File: config.mk
export PLATFORM = sky130hd
export DESIGN_NAME = axis_trigger_packetizer
export DESIGN_NICKNAME = d
export VERILOG_FILES = /design/src/rtl/axis_trig_pkt_pkg.sv /design/src/rtl/axis_trig_edge.sv /design/src/rtl/axis_trigger_packetizer.sv
export SDC_FILE = /design/constraint.sdc
export NUM_CORES = 1
export LEC_CHECK = 0
export ABC_AREA = 1
export CAP_MARGIN = 5
export CELL_PAD_IN_SITES_DETAIL_PLACEMENT = 1
export CELL_PAD_IN_SITES_GLOBAL_PLACEMENT = 1
export CORE_MARGIN = 1.5
export CORE_UTILIZATION = 28
export CTS_BUF_LIST = sky130_fd_sc_hd__clkbuf_4
export DETAILED_ROUTE_END_ITERATION = 10
export PLACE_DENSITY_LB_ADDON = 0.1
export SYNTH_ARGS = -nofsm -noshare
export SYNTH_HDL_FRONTEND = slang
export SYNTH_SLANG_ARGS = --single-unit
File: constraint.sdc
create_clock -name aclk -period 5.7 [get_ports aclk]
set_input_delay 1.14 -clock aclk [delete_from_list [all_inputs] [get_ports aclk]]
set_output_delay 1.14 -clock aclk [all_outputs]
set_load 0.005 [all_outputs]
File: src/rtl/axis_trig_pkt_pkg.sv
// Shared definitions for the trigger packetizer: FSM state encoding.
package axis_trig_pkt_pkg;

  localparam int unsigned STATE_W = 3;

  localparam logic [STATE_W-1:0] ST_IDLE  = 3'd0;
  localparam logic [STATE_W-1:0] ST_PRE   = 3'd1;
  localparam logic [STATE_W-1:0] ST_ARMED = 3'd2;
  localparam logic [STATE_W-1:0] ST_POST  = 3'd3;
  localparam logic [STATE_W-1:0] ST_DONE  = 3'd4;

  typedef enum logic [STATE_W-1:0] {
    StIdle  = ST_IDLE,
    StPre   = ST_PRE,
    StArmed = ST_ARMED,
    StPost  = ST_POST,
    StDone  = ST_DONE
  } state_e;

endpackage

File: src/rtl/axis_trig_edge.sv
// Registered rising-edge detector; rise is high in the first cycle a level goes high.
module axis_trig_edge (
  input  logic aclk,
  input  logic aresetn,
  input  logic level,
  output logic rise
);

  logic level_q;

  // Previous-cycle copy of the level.
  always_ff @(posedge aclk) begin
    if (!aresetn) begin
      level_q <= 1'b0;
    end else begin
      level_q <= level;
    end
  end

  assign rise = level & ~level_q;

endmodule

File: src/rtl/axis_trigger_packetizer.sv
// Circular-capture packetizer: passes a stream through with a guaranteed pre-trigger history,
// then a fixed post-trigger beat count ending in tlast. Optional macro AXIS_TRIG_TIMESTAMP_EN
// adds a free-running cycle counter latched alongside trigger_pos (output trig_timestamp).
module axis_trigger_packetizer
  import axis_trig_pkt_pkg::*;
#(
  parameter int unsigned AXIS_TDATA_WIDTH = 32,
  parameter int unsigned CNTR_WIDTH       = 32,
  parameter int unsigned FRAME_WIDTH      = 16,
  parameter string       NON_BLOCKING     = "FALSE"
) (
  input  logic                        aclk,
  input  logic                        aresetn,
  input  logic [CNTR_WIDTH-1:0]       cfg_pre,
  input  logic [CNTR_WIDTH-1:0]       cfg_post,
  input  logic                        cfg_continuous,
  input  logic                        arm,
  input  logic                        trigger,
  output logic [CNTR_WIDTH-1:0]       trigger_pos,
  output logic [FRAME_WIDTH-1:0]      frame_cnt,
  output logic [STATE_W-1:0]          state_o,
  output logic                        s_axis_tready,
  input  logic [AXIS_TDATA_WIDTH-1:0] s_axis_tdata,
  input  logic                        s_axis_tvalid,
  input  logic                        m_axis_tready,
  output logic [AXIS_TDATA_WIDTH-1:0] m_axis_tdata,
  output logic                        m_axis_tvalid,
  output logic                        m_axis_tlast
`ifdef AXIS_TRIG_TIMESTAMP_EN
  ,
  output logic [CNTR_WIDTH-1:0]       trig_timestamp
`endif
);

  localparam bit NonBlk = (NON_BLOCKING == "TRUE");

  state_e                 state_q, state_d;
  logic [CNTR_WIDTH-1:0]  pos_q, pos_d;
  logic [CNTR_WIDTH-1:0]  pre_cnt_q, pre_cnt_d;
  logic [CNTR_WIDTH-1:0]  post_cnt_q, post_cnt_d;
  logic [CNTR_WIDTH-1:0]  trig_pos_q, trig_pos_d;
  logic [FRAME_WIDTH-1:0] frame_q, frame_d;
  logic                   trig_pend_q, trig_pend_d;
  logic                   arm_ev, trig_ev, pass, beat, fire, post_le1;
  logic [CNTR_WIDTH-1:0]  post_last;

  axis_trig_edge u_arm_edge (
    .aclk    (aclk),
    .aresetn (aresetn),
    .level   (arm),
    .rise    (arm_ev)
  );

  axis_trig_edge u_trig_edge (
    .aclk    (aclk),
    .aresetn (aresetn),
    .level   (trigger),
    .rise    (trig_ev)
  );

  assign pass          = (state_q == StPre) || (state_q == StArmed) || (state_q == StPost);
  assign m_axis_tdata  = s_axis_tdata;
  assign m_axis_tvalid = pass & s_axis_tvalid;
  assign s_axis_tready = pass ? m_axis_tready : NonBlk;
  assign beat          = m_axis_tvalid & m_axis_tready;
  assign post_le1      = (cfg_post <= CNTR_WIDTH'(1));
  assign post_last     = cfg_post - CNTR_WIDTH'(1);

  assign trigger_pos = trig_pos_q;
  assign frame_cnt   = frame_q;
  assign state_o     = state_q;

  // Next-state, counters and tlast.
  always_comb begin
    state_d      = state_q;
    pos_d        = pos_q;
    pre_cnt_d    = pre_cnt_q;
    post_cnt_d   = post_cnt_q;
    trig_pos_d   = trig_pos_q;
    frame_d      = frame_q;
    trig_pend_d  = 1'b0;
    m_axis_tlast = 1'b0;
    fire         = 1'b0;
    if (beat) begin
      pos_d = pos_q + CNTR_WIDTH'(1);
    end
    unique case (state_q)
      StIdle: begin
        if (arm_ev) begin
          state_d   = StPre;
          pos_d     = '0;
          pre_cnt_d = '0;
        end
      end
      StPre: begin
        if (arm_ev) begin
          pos_d     = '0;
          pre_cnt_d = '0;
        end else begin
          if (beat) begin
            pre_cnt_d = pre_cnt_q + CNTR_WIDTH'(1);
          end
          if (pre_cnt_q >= cfg_pre) begin
            state_d = StArmed;
          end
        end
      end
      StArmed: begin
        if (arm_ev) begin
          state_d   = StPre;
          pos_d     = '0;
          pre_cnt_d = '0;
        end else if (trig_ev || trig_pend_q) begin
          m_axis_tlast = post_le1 & m_axis_tvalid;
          if (beat) begin
            fire       = 1'b1;
            trig_pos_d = pos_q;
            post_cnt_d = CNTR_WIDTH'(1);
            state_d    = post_le1 ? StDone : StPost;
          end else begin
            // Trigger seen while stalled: hold it for the next accepted beat.
            trig_pend_d = 1'b1;
          end
        end
      end
      StPost: begin
        m_axis_tlast = (post_cnt_q == post_last) & m_axis_tvalid;
        if (beat) begin
          post_cnt_d = post_cnt_q + CNTR_WIDTH'(1);
          if (post_cnt_q == post_last) begin
            state_d = StDone;
          end
        end
      end
      StDone: begin
        frame_d = frame_q + FRAME_WIDTH'(1);
        if (cfg_continuous) begin
          state_d   = StPre;
          pre_cnt_d = '0;
        end else begin
          state_d = StIdle;
        end
      end
      default: state_d = StIdle;
    endcase
  end

  // State and counter registers.
  always_ff @(posedge aclk) begin
    if (!aresetn) begin
      state_q     <= StIdle;
      pos_q       <= '0;
      pre_cnt_q   <= '0;
      post_cnt_q  <= '0;
      trig_pos_q  <= '0;
      frame_q     <= '0;
      trig_pend_q <= 1'b0;
    end else begin
      state_q     <= state_d;
      pos_q       <= pos_d;
      pre_cnt_q   <= pre_cnt_d;
      post_cnt_q  <= post_cnt_d;
      trig_pos_q  <= trig_pos_d;
      frame_q     <= frame_d;
      trig_pend_q <= trig_pend_d;
    end
  end

`ifdef AXIS_TRIG_TIMESTAMP_EN
  logic [CNTR_WIDTH-1:0] ts_cnt_q, trig_ts_q;

  // Free-running cycle counter, sampled on the trigger beat.
  always_ff @(posedge aclk) begin
    if (!aresetn) begin
      ts_cnt_q  <= '0;
      trig_ts_q <= '0;
    end else begin
      ts_cnt_q <= ts_cnt_q + CNTR_WIDTH'(1);
      if (fire) begin
        trig_ts_q <= ts_cnt_q;
      end
    end
  end

  assign trig_timestamp = trig_ts_q;
`else
  logic unused_fire;
  assign unused_fire = fire;
`endif

endmodule

==> reports/metrics.yaml <==
hp-class: "flip-flop to flip-flop"
worst_path_most_repeated_cell: "nand3_1"
hold_slack_ns: 0.4804
cts_sinks: 150
drc_errors: 0
dieArea_sq_um: 36210
max_freq_ghz: 0.1878
final_cells: 2051
min_period_over_period: 0.9340
initial_core_util: 0.2843
startpoint_type: "input port"
insertion_delay_ns: 0.59
fp.coreArea_sq_um: 34540
via_count: 9480
tightest_slew_ns: 0.9142
finalHoldViolCount: 0
crit_arrival_ns: 4.18
cts_made_buffers: 17
grt_pass1_wl_um: 50190
io_pins: 189
ys_warn_count: 0
critPathSlowestCell: "clkdlybuf4s50_1"
path_cells: "clkdlybuf4s50_1 > inv_1 > ha_1 > buf_4 > inv_1 > nand2_1 > nand3_1 > nand2_1 > a21oi_1 > nand2_1 > nor2_1 > nand3_1 > nor2_1 > nand3_1 > nor2_1 > nand3_1 > o31ai_1 > clkdlybuf4s50_1"
syn_nets: 1629
async_reset_ff_frac: 0
wl_per_cell_um: 14.94
cts_max_path_buffers: 2
yosysSeqAreaShare: 0.3057
grtUsageTotal: 0.1740
dp.cells: 2016
power_frac_seq: 0.416
yosys_register_bits: 150
combPwrFrac: 0.344
p_sw_frac: 0.3840
avgSynthCellArea_sq_um: 6.601
multi_input_area_sq_um: 5704
cts_hold_buffers: 0
synthFlopType: "dfxtp_1"
antenna_found_initial: 1
dp_hpwl_um: 24800
power.internal_mw: 1.833
yosysMostFrequentCell: "nand2_1"
outcome: "completed"
fp.dieW_um: 190.3
area_growth_pct: 18.61
ir_drop_v: 0.0001297
num-fill-cells: 4410
synth_top_area_cell: "dfxtp_1"
finalClockSkew_ns: 0.03057
antenna_left: 0
path_class: "input port to primary output"
p_per_area_nw_per_um2: 255.5
p_leak_nw: 4.766
finalPower_mw: 2.976
cp_slowest_stage_delay_ns: 0.59
numPortBuffers: 124
critPathRequiredTime_ns: 4.56
drv_cap: 0
path_clk_slew_ns: 0.15
switching_power_mw: 1.143
cts-root-buf: "clkbuf_4"
slew_violations: 0
finalSetupViolCount: 0
fin_tns_setup_ns: 0
seqCellArea_sq_um: 3003
die_h_um: 190.3
rows: 68
synth_area_sq_um: 9822
final_nets: 1723
wl_um: 30640
slew_headroom: 0.3882
netlist_top_cells_count: "nand2_1 (287), nor2_1 (260), inv_1 (196)"
grt_max_degree: 33
clockPowerShare: 0.239
grt_setup_unrepaired: "false"
fin_crit_ns: 5.324
synth_top_area_share: 0.3057
drt_iter0_drc: 344
overflow: 0
end_kind: "primary output"
drive_gt1_frac: 0.07210
gp_congestion: 0.8172
dr.pass1.iters: 4
grt_pass1_vias: 9602
synth_area_leaders: "dfxtp_1 (31%), nand2_1 (11%), nor2_1 (9.9%), inv_1 (7.5%), ha_1 (4.8%)"
viasPerCell: 4.622
synth_cells: 1488
synth_cell_type_count: 50
cts_tree: "yes"
cp_max_fo: 5
htreeDepth: 4
synth_edf_count: 0
-- flip-flops by register name (all words and copies together) (netlist names) --
signal               cells
state_o                  3
pos_q                   32
u_trig_edge.level_q      1
trigger_pos             32
u_arm_edge.level_q       1
frame_cnt               16
pre_cnt_q               32
post_cnt_q              32
trig_pend_q              1
-- critical path, delay by kind of cell --
kind,cells,cell delay (ns)
buf+inv,5,1.45
simple gates,10,1.14
fa+ha+maj,1,0.22
compound gates,2,0.24
-- routing by layer --
metal / track usage / part of all wire / vias to the layer above
met2: 0.2897 / 0.46 / 105
met3: 0.02613 / 0.027 / 15
met5: 0 / 0 / -
met4: 0.03876 / 0.011 / 0
met1: 0.2362 / 0.50 / 4430
li1: - / - / 4930
-- final timing paths --
kind,from,endpoint,slack (ns),depth (start not counted)
setup / recovery,cfg_post[0],m_axis_tlast,0.38,18
hold / removal,pre_cnt_q[31],pre_cnt_q[31],0.48,1
setup reg to reg,state_o[0],trigger_pos[4],2.53,12
hold reg to reg,pre_cnt_q[31],pre_cnt_q[31],0.48,1
-- layout by cell type (no fill, tap or decap), drive strengths merged, types with 2 or more instances in the layout --
cell type      count
buf               11
clkbuf            19
a31oi              3
nor3b              3
dfxtp            150
nand3b            11
xor2              40
clkdlybuf4s50    123
a21o               3
nand3             66
o21a               2
o31ai              3
nor2             292
nand4             37
a21oi             77
bufinv             2
a21boi             3
and3               2
clkinv             9
nand2            295
inv              208
nor3              49
o21ai             96
o21bai             2
nor4              11
xnor2             27
a211oi             8
ha                38
-- stage by stage --
stage          setup slack, ns  utilization  cell area, sq um
2_1_floorplan            1.967            -              9822
3_3_place_gp            0.2256       0.3282             11340
3_5_place_dp            0.1318       0.3282             11340
4_1_cts                 0.1303       0.3365             11620
5_1_grt                0.05228       0.3373             11650
6_report                0.3763       0.3373             11650
-- cells by family after synthesis --
| logic type | Yosys count | share of synthesized area |
|---|---|---|
| AOI/OAI and AO/OA | 200 | 0.1113 |
| xor gates and xnor gates | 67 | 0.05975 |
| adders and majority gates | 38 | 0.04841 |
| buffers and inverters | 265 | 0.1154 |
| DFF | 150 | 0.3057 |
| and+or+nand+nor | 768 | 0.3594 |
-- power groups by stage --
stage | logic, mW | clock network, mW | registers [mW]
2_1_floorplan | 0.595 | 0 | 1.25
3_3_place_gp | 1.04 | 0 | 1.26
3_5_place_dp | 1.05 | 0 | 1.26
4_1_cts | 1.05 | 0.752 | 1.24
5_1_grt | 1.16 | 0.793 | 1.25
6_report | 1.03 | 0.713 | 1.24
-- area by class of cell --
type | instances | share of cell area
diodes | 1 | 0.0002148
clock buffers | 19 | 0.01224
clock inverters | 13 | 0.01235
inverters | 206 | 0.06637
multi-input cells | 1073 | 0.4896
flip-flops and latches | 150 | 0.2578
well taps | 455 | 0.04887
repair buffers | 134 | 0.1126
-- timing repair --
| item | 4_1_cts | 5_1_grt |
|---|---|---|
| gates resized for setup | 0 | 2 |
| setup buffers | 0 | 2 |
| setup endpoints to repair | 0 | 1 |
(Power assumes the default switching activity.)
